[src/rtl/ostar_accum_pkg.sv]
// Shared definitions for the O* row accumulator: Q9.17 element format,
// default vector geometry, and the accumulator FSM state encoding.
package ostar_accum_pkg;

    localparam int MAX_EMBEDDING_DIM = 4;
    localparam int MAX_SEQ_LEN       = 8;

    // Embedding lanes plus the augmented row-sum lane.
    localparam int OSTAR_DIM         = MAX_EMBEDDING_DIM + 1;

    // Signed Q9.17 element.
    localparam int Q_ELEM_W          = 27;
    localparam int FRAC              = 17;

    localparam logic [Q_ELEM_W-1:0] Q_MAX = {1'b0, {(Q_ELEM_W-1){1'b1}}};
    localparam logic [Q_ELEM_W-1:0] Q_MIN = {1'b1, {(Q_ELEM_W-1){1'b0}}};

    typedef logic [OSTAR_DIM-1:0][Q_ELEM_W-1:0] star_vector_t;

    typedef enum logic [0:0] {
        ACCUM = 1'b0,
        DRAIN = 1'b1
    } ostar_state_e;

endpackage

[src/rtl/ostar_accum_lane_add.sv]
// One accumulator lane: signed Q9.17 + Q9.17 with clamping to the Q9.17
// range and an overflow flag whenever the clamp engages.
module ostar_lane_add
    import ostar_accum_pkg::*;
(
    input  logic [Q_ELEM_W-1:0] a_i,
    input  logic [Q_ELEM_W-1:0] b_i,
    output logic [Q_ELEM_W-1:0] sum_o,
    output logic                ovf_o
);

    logic [Q_ELEM_W:0] wide_s;

    // Add with one guard bit; disagreeing top bits mean the true sum left the range.
    always_comb begin
        wide_s = {a_i[Q_ELEM_W-1], a_i} + {b_i[Q_ELEM_W-1], b_i};
        ovf_o  = (wide_s[Q_ELEM_W] != wide_s[Q_ELEM_W-1]);
        if (ovf_o) begin
            if (wide_s[Q_ELEM_W]) begin
                sum_o = Q_MIN;
            end else begin
                sum_o = Q_MAX;
            end
        end else begin
            sum_o = wide_s[Q_ELEM_W-1:0];
        end
    end

endmodule

[src/rtl/ostar_accum.sv]
// O* row accumulator: takes one (exp_o, exp_v) pair per key from expmul,
// stores their saturated lane-wise sum as the committed O*, feeds it back to
// expmul, and hands the finished row downstream on the row's last key.
module ostar_accum
    import ostar_accum_pkg::*;
#(
    parameter  int DIM      = OSTAR_DIM,
    parameter  int MAX_KEYS = MAX_SEQ_LEN,
    localparam int CNT_W    = $clog2(MAX_KEYS + 1)
) (
    input  logic                             clk,
    input  logic                             rst,
    input  logic                             vld_in,
    output logic                             rdy_out,
    input  logic [DIM-1:0][Q_ELEM_W-1:0]     exp_o_in,
    input  logic [DIM-1:0][Q_ELEM_W-1:0]     exp_v_in,
    input  logic                             last_in,
    input  logic                             issue_in,
    output logic [DIM-1:0][Q_ELEM_W-1:0]     o_star_prev_out,
    output logic                             o_star_prev_vld,
    output logic                             vld_out,
    input  logic                             rdy_in,
    output logic [DIM-1:0][Q_ELEM_W-1:0]     o_star_out,
    output logic [CNT_W-1:0]                 key_cnt_out,
    output logic                             err_out
);

    ostar_state_e                 state_q, state_d;
    logic                         inflight_q, inflight_d;
    logic                         err_q, err_d;
    logic [DIM-1:0][Q_ELEM_W-1:0] acc_q, acc_d;
    logic [DIM-1:0][Q_ELEM_W-1:0] ostar_q, ostar_d;
    logic [CNT_W-1:0]             cnt_q, cnt_d;
    logic [CNT_W-1:0]             cnt_out_q, cnt_out_d;

    logic [DIM-1:0][Q_ELEM_W-1:0] sum_s;
    logic [DIM-1:0]               ovf_s;
    logic                         accept_s;
    logic                         drain_s;
    logic                         issue_bad_s;
    logic                         issue_ok_s;
    logic                         cnt_full_s;
    logic [CNT_W-1:0]             cnt_inc_s;

    genvar g;
    generate
        for (g = 0; g < DIM; g++) begin : g_lane
            ostar_lane_add u_lane (
                .a_i   (exp_o_in[g]),
                .b_i   (exp_v_in[g]),
                .sum_o (sum_s[g]),
                .ovf_o (ovf_s[g])
            );
        end
    endgenerate

    assign accept_s    = vld_in && (state_q == ACCUM);
    assign drain_s     = rdy_in && (state_q == DRAIN);
    // A second issue before the result returns, or any issue while draining, is dropped.
    assign issue_bad_s = issue_in && (inflight_q || (state_q == DRAIN));
    assign issue_ok_s  = issue_in && !issue_bad_s;
    assign cnt_full_s  = (cnt_q == CNT_W'(MAX_KEYS));
    assign cnt_inc_s   = cnt_full_s ? cnt_q : (cnt_q + CNT_W'(1));

    // State register.
    always_ff @(posedge clk or negedge rst) begin
        if (!rst) begin
            state_q <= ACCUM;
        end else begin
            state_q <= state_d;
        end
    end

    // Next state: last key moves to DRAIN; downstream handshake returns to ACCUM (no bypass).
    always_comb begin
        state_d = state_q;
        case (state_q)
            ACCUM: begin
                if (accept_s && last_in) begin
                    state_d = DRAIN;
                end else begin
                    state_d = ACCUM;
                end
            end
            DRAIN: begin
                if (rdy_in) begin
                    state_d = ACCUM;
                end else begin
                    state_d = DRAIN;
                end
            end
            default: state_d = ACCUM;
        endcase
    end

    // Handshake outputs decoded straight from registered state.
    always_comb begin
        rdy_out         = (state_q == ACCUM);
        vld_out         = (state_q == DRAIN);
        o_star_prev_vld = (state_q == ACCUM) && !inflight_q;
    end

    // Datapath next-state: accumulator, key counter, in-flight tracking, sticky error.
    always_comb begin
        acc_d     = acc_q;
        cnt_d     = cnt_q;
        ostar_d   = ostar_q;
        cnt_out_d = cnt_out_q;
        if (accept_s) begin
            acc_d = sum_s;
            cnt_d = cnt_inc_s;
            if (last_in) begin
                ostar_d   = sum_s;
                cnt_out_d = cnt_inc_s;
            end else begin
                ostar_d   = ostar_q;
                cnt_out_d = cnt_out_q;
            end
        end else if (drain_s) begin
            acc_d = '0;
            cnt_d = '0;
        end else begin
            acc_d = acc_q;
            cnt_d = cnt_q;
        end

        // A legal issue in the same cycle as an accept starts the next key.
        if (issue_ok_s) begin
            inflight_d = 1'b1;
        end else if (accept_s || drain_s) begin
            inflight_d = 1'b0;
        end else begin
            inflight_d = inflight_q;
        end

        err_d = err_q | issue_bad_s |
                (accept_s && (!inflight_q || (|ovf_s) || cnt_full_s));
    end

    // Datapath and output registers; reset discards any partial row.
    always_ff @(posedge clk or negedge rst) begin
        if (!rst) begin
            acc_q      <= '0;
            ostar_q    <= '0;
            cnt_q      <= '0;
            cnt_out_q  <= '0;
            inflight_q <= 1'b0;
            err_q      <= 1'b0;
        end else begin
            acc_q      <= acc_d;
            ostar_q    <= ostar_d;
            cnt_q      <= cnt_d;
            cnt_out_q  <= cnt_out_d;
            inflight_q <= inflight_d;
            err_q      <= err_d;
        end
    end

    assign o_star_prev_out = acc_q;
    assign o_star_out      = ostar_q;
    assign key_cnt_out     = cnt_out_q;
    assign err_out         = err_q;

endmodule

[config.mk]
export PLATFORM = sky130hd
export DESIGN_NAME = ostar_accum
export DESIGN_NICKNAME = d
export VERILOG_FILES = /design/src/rtl/ostar_accum_pkg.sv /design/src/rtl/ostar_accum_lane_add.sv /design/src/rtl/ostar_accum.sv
export SDC_FILE = /design/constraint.sdc
export NUM_CORES = 1
export LEC_CHECK = 0
export ABC_CLOCK_PERIOD_IN_PS = 2400
export CAP_MARGIN = 25
export CORE_AREA = 2 2 218 220
export CTS_CLUSTER_DIAMETER = 200
export DETAILED_ROUTE_END_ITERATION = 12
export DIE_AREA = 0 0 220 222
export GPL_ROUTABILITY_DRIVEN = 0
export MAX_ROUTING_LAYER = met4
export PLACE_DENSITY = 0.67
export SYNTH_ARGS = -nofsm -noshare
export SYNTH_HDL_FRONTEND = slang
export SYNTH_SLANG_ARGS = --single-unit
[constraint.sdc]
create_clock -name clk -period 2.4 [get_ports clk]
set_clock_uncertainty 0.15 [all_clocks]
set_input_delay 0.72 -clock clk [delete_from_list [all_inputs] [get_ports clk]]
set_output_delay 0.72 -clock clk [all_outputs]
set_load 0.03 [all_outputs]
---- After elaboration in Yosys (flattened, before gate mapping) ----
Index checks and enable logic that the tools add are counted.
cells by class
  reductions and logical operators ........ 17
  equal/unequal tests ..................... 6
  add/subtract/negate cells ............... 6
  bitwise logic cells ..................... 3
  multiplexer cells ....................... 20
operators by type and width
  kind                                         count
  2-to-1 mux 135 bit                           2
  2-to-1 mux 27 bit                            10
  adder 27 x 27 -> 28 bit                      5
  2-to-1 mux 4 bit                             3
  logical AND 1 bit                            7
  != test 1 bit                                5
  OR reduction 5 bit                           1
  adder 4 x 1 -> 4 bit, second input constant  1
  equality test 4 bit, second input constant   1
  logical OR 1 bit                             4
  2-to-1 mux 1 bit                             4
  nonzero test 2 bit                           2
  zero test 1 bit                              2
  bitwise OR 1 bit                             2
  one-hot mux 1 bit (2 select lines)           1
  AND reduction 2 bit                          1
  inverter 1 bit                               1
storage, ports and cells
  register bits after elaboration ......... 281
  input port bits ......................... 276
  logic and storage cells ................. 67
  output and inout bits ................... 278

---- Depth between registers and ports, before layout ----
  word-level depth ........................ 7
  depth in mapped cells ................... 14
  gate-level depth less buffers ........... 13

---- By module ----
A second synthesis with hierarchy kept.
second synthesis, totals
  cell total of the unflattened synthesis .. 1829
  area total of the unflattened synthesis .. 19352.3 um2
by module, submodules not included
  module                                  area an instance (um2)  cells an instance  instances  seq. area each (um2)
  ostar_accum                             10259.8                 638                1          7031.7
  ostar_lane_add at g_lane[2].u_lane ...  1853.0                  243                3          0.0
  ostar_lane_add at g_lane[0].u_lane ...  1766.7                  231                2          0.0

---- Least setup slack after synthesis ----
No wires, ideal clock.
  path type ............................... input to register
  from .................................... input exp_o_in[0] in the netlist's numbering
  to ...................................... register ostar_q (netlist bit o_star_out[3])
  path slack .............................. -1.435 ns
  arrival ................................. 3.560 ns
  path buffers ............................ 0
  data required time ...................... 2.125 ns
  setup time .............................. 0.125 ns
  stages on the path ...................... 12
  path through ............................ ha_1 fa_1 a21oi_1 o21ai_1 a2111oi_2 nor3_2 o31ai_2 o41ai_4 xnor2_2 nand3_2 a21o_1 mux2_2
on the way
  longest elaborated chain between the ends .. 3
  elaborated cells on any way between the ends .. 4
  those cells by class .................... add/sub (1); eq/ne (1); mux (2)
ends and longest elaborated chain
  element                                                    RTL line                                                text
  start, declared                                            ostar_accum.sv:15                                       input logic [DIM-1:0][Q_ELEM_W-1:0] exp_o_in,
  adder 27 x 27 -> 28 bit (*)                                ostar_accum_lane_add.sv:16                              wide_s = {a_i[Q_ELEM_W-1], a_i} + {b_i[Q_ELEM_W-1], b_i};
  2-to-1 mux 27 bit / != test 1 bit (equally long branches)  ostar_accum_lane_add.sv:19, ostar_accum_lane_add.sv:17
  2-to-1 mux 27 bit (*)                                      ostar_accum_lane_add.sv:18                              if (ovf_o) begin
  end signal, assigned                                       ostar_accum.sv:151                                      ostar_q <= ostar_d;
  end, declared                                              ostar_accum.sv:32                                       logic [DIM-1:0][Q_ELEM_W-1:0] ostar_q, ostar_d;
Every way passes the cells marked *; elsewhere a longest branch is shown, timed or not.
A chain may end at the register's enable or synchronous reset.

---- Final worst setup path ----
Same ends and word-level chain as after synthesis.

==> impl_metrics.ini <==
[cts]
cts_sinks = 281
cts_tree = done
cts_buffers = 34
cts_max_level = 2
cts_buffer_depth = 3
clk_latency_ps = 540
clkTransAtPathRegs_ps = 70
cts-root-buf = clkbuf_16

[placement]
pre_cts_ws_ps = -1850
io_buffers = 553
hpwlAfterDp_um = 55600
placed_cell_area_um2 = 28000

[global_route]
grt_overflow_total = 0
grt_pass1_vias = 21600
track_usage_pct = 32.5
top_usage_layer = met2
grt_pass1_wl_um = 121000
antenna_found_initial = 4
grt_max_degree = 58
use_met1_pct = 36.4
global_route.usage.met2_pct = 55.2
grt.met3_usage_pct = 6.35

[setup_path]
cpPeakStageDelay_ps = 390
crit_path_top_delay_cell = fa_2
cpMostUsedCell = buf_4
r2r-start = vld_out
cp-start-kind = input port
crit_buf_inv = 4
startpoint = exp_o_in[0]
critPathCaptureType = flip-flop
worstSetupPathType = input port to flip-flop
arrival_ps = 3590
crit_chain = buf_8, ha_4, fa_2, a21oi_4, o21ai_4, a2111oi_4, buf_4, nor3_4, o31ai_4, o41ai_4, xnor2_2, buf_4, buf_6, nand3_4, a21o_1, mux2_4
critPathMaxFanout = 5
worst-endpoint-required_ps = 2680
path_delay_family = compound AO/OA/AOI/OAI gates

[power_and_ir_drop]
leakage_nw = 15.6
peakVddDrop_uv = 621
intPower_w = 0.0153
swShare_pct = 43.7
power_w = 0.0272
power.switching_w = 0.0119
combinationalPowerShare_pct = 54.5
p_per_area_nw_per_um2 = 810
p_seq_share_pct = 26.3
p_clk_share_pct = 19.3

[detailed_routing]
wl_per_cell_um = 21.9
drt-total-wl_um = 81500
vias_per_cell = 5.56
drt_iter0_drc = 1440
postRouteAntennaNets = 0
drc_errors = 0
vias = 20700
dr.pass1.iters = 7

[job]
maxCapViolations = 0

[synth]
synth_edf_count = 0
synth_flop_cell = dfrtp_1
yosysWarnings = 0
syn_area_per_cell_um2 = 8.87
ys_ff_latch = 281
synthCells = 1971
synth.distinct_cells = 87
yosysSeqAreaShare_pct = 40.2
async_reset_ff_share_pct = 100
syn_area_um2 = 17500
synth_nets = 2389

[final_layout]
fillers = 3088
stdcell_area_um2 = 33600
syn_to_final_growth_pct = 92.1
fin_nets = 3504
drive_above_1_share_pct = 41.2

[sta]
setup_violations = 269
fmax_mhz = 302
period_share_pct = 138
final_max_slew_viol_count = 0
worst_slack_ps = -915
holdWs_ps = 319
relSlewSlack_pct = 60.7
worstMarginPinSlew_ps = 590
rsz0062_at_grt = true
hold_violations = 0
period_minus_slack_ps = 3310

[floorplanning]
row_count = 79
core_um2 = 46300
die_h_um = 222
start_util_pct = 37.8
ios = 554
die_w_um = 220
dieArea_um2 = 48800

[hold_path]
hp-class = flip-flop to flip-flop
hp-start = o_star_prev_out[13]

[run_status]
status = finished with violations
violations = negative setup slack
-- cells by family after synthesis --
family	share of synthesized area, %
and+or+nand+nor	13.3
buffers and inverters	2.78
adders and majority gates	10.8
AOI/OAI and AO/OA	25.9
muxes	0.959
xor gates and xnor gates	5.96
DFF	40.2
-- path summary, 6_finish.rpt --
path	depth (start not counted)	to	slack, ps
hold reg to reg	2	o_star_prev_out[13]	320
setup reg to reg	8	o_star_out[31]	510
setup / recovery	16	o_star_out[3]	-910
hold / removal	2	o_star_prev_out[13]	320
min in group asynchronous	2	o_star_out[65]	490
max in group asynchronous	3	o_star_out[111]	920
-- sequential cells by signal, summed over array words and instances, names as in the netlist --
signal and cells:
o_star_prev_out 135, key_cnt_out 4, cnt_q 4, inflight_q 1, vld_out 1, err_out 1, o_star_out 135
-- final cells by class --
type	count	area (um2)	share of cell area (%)
clock buffer	46	1010	3.01
timing repair buffer	1166	10600	31.7
inverter	33	124	0.369
sequential	281	7030	20.9
multi-input combinational	1570	13900	41.4
antenna	5	12.5	0.0373
clock inverter	13	105	0.313
tap	607	759	2.26
-- what timing repair did --
| item | in CTS | in global routing |
|---|---|---|
| buffers inserted | 133 | 34 |
| hold buffers | 1 | 0 |
| endpoints found under the hold margin | 27 | 0 |
| setup endpoints to repair | 547 | 273 |
| gates resized for setup | 1308 | 224 |
| gates cloned | 16 | 1 |
| pin swaps | 297 | 156 |
-- stage by stage --
stage	util (%)	instances	setup TNS (ps)
2_1_floorplan	-	1971	-240390
3_3_place_gp	60.4	3498	-425050
3_5_place_dp	60.4	3498	-442570
4_1_cts	70.9	3698	-170590
5_1_grt	72.6	3720	-205930
6_report	72.6	3721	-183030
-- metal layers --
| metal | vias to the layer above | wire [um] |
|---|---|---|
| met4 | 0 | 4440 |
| met3 | 286 | 6050 |
| met5 | - | 0 |
| met1 | 10100 | 30400 |
| li1 | 9326 | - |
| met2 | 946 | 40600 |
-- placed cells by master (no fill, tap or decap), types with 31 or more instances in the layout --
master / n
a21o_1: 73
a21oi_1: 81
a21oi_2: 31
a21oi_4: 65
buf_12: 42
buf_2: 32
buf_4: 484
buf_6: 94
clkbuf_16: 37
clkdlybuf4s50_1: 100
dfrtp_1: 281
dlygate4sd2_1: 336
ha_1: 47
ha_4: 88
nand2_1: 308
nor2_1: 51
o21ai_0: 38
o21ai_1: 151
o21ai_2: 111
xnor2_1: 67
xor2_1: 41
-- synthesized netlist by cell type, types with 6 or more instances --
master    number  area (um2)
and2_1         9        56.3
inv_1         33         124
or3_1          6        37.5
ha_1         137        1710
nand2_1      330        1240
o21a_1        17         128
buf_2         16        80.1
o211ai_1       7        52.6
nor2b_1       18         113
nand3_1       24         120
nor2_1        85         319
a22o_1        16         140
mux2_2        10         113
a211oi_1      10        75.1
nand4_1        9        56.3
xnor2_1       72         631
dfrtp_1      281        7030
o31ai_1       13        97.6
o21ai_1       37         185
xor2_1        45         394
nor3_1        18        90.1
o21bai_1      20         150
maj3_1         8        80.1
and3_1         9        56.3
a211o_1        6        52.6
a21oi_1      176         881
clkbuf_1      69         259
a31oi_1       18         113
o21ai_0      292        1460
nand2b_1       9        56.3
a21o_1        73         548
-- worst reg2reg max path: stages, from the launching register on --
cell	delay, ps
dfrtp_1	430
buf_4	180
nor2b_4	170
buf_4	170
nand2_4	90
buf_12	180
buf_12	240
nand2_1	90
o21ai_1	70
-- power by group through the flow --
stage / logic (W) / clock network [W] / registers (W)
4_1_cts: 0.0140 / 0.00530 / 0.00707
5_1_grt: 0.0156 / 0.00548 / 0.00725
6_report: 0.0148 / 0.00525 / 0.00715
3_3_place_gp: 0.0125 / 0 / 0.00715
2_1_floorplan: 0.00396 / 0 / 0.00974
3_5_place_dp: 0.0127 / 0 / 0.00718
Note: power is estimated with default switching activity, not from simulation.
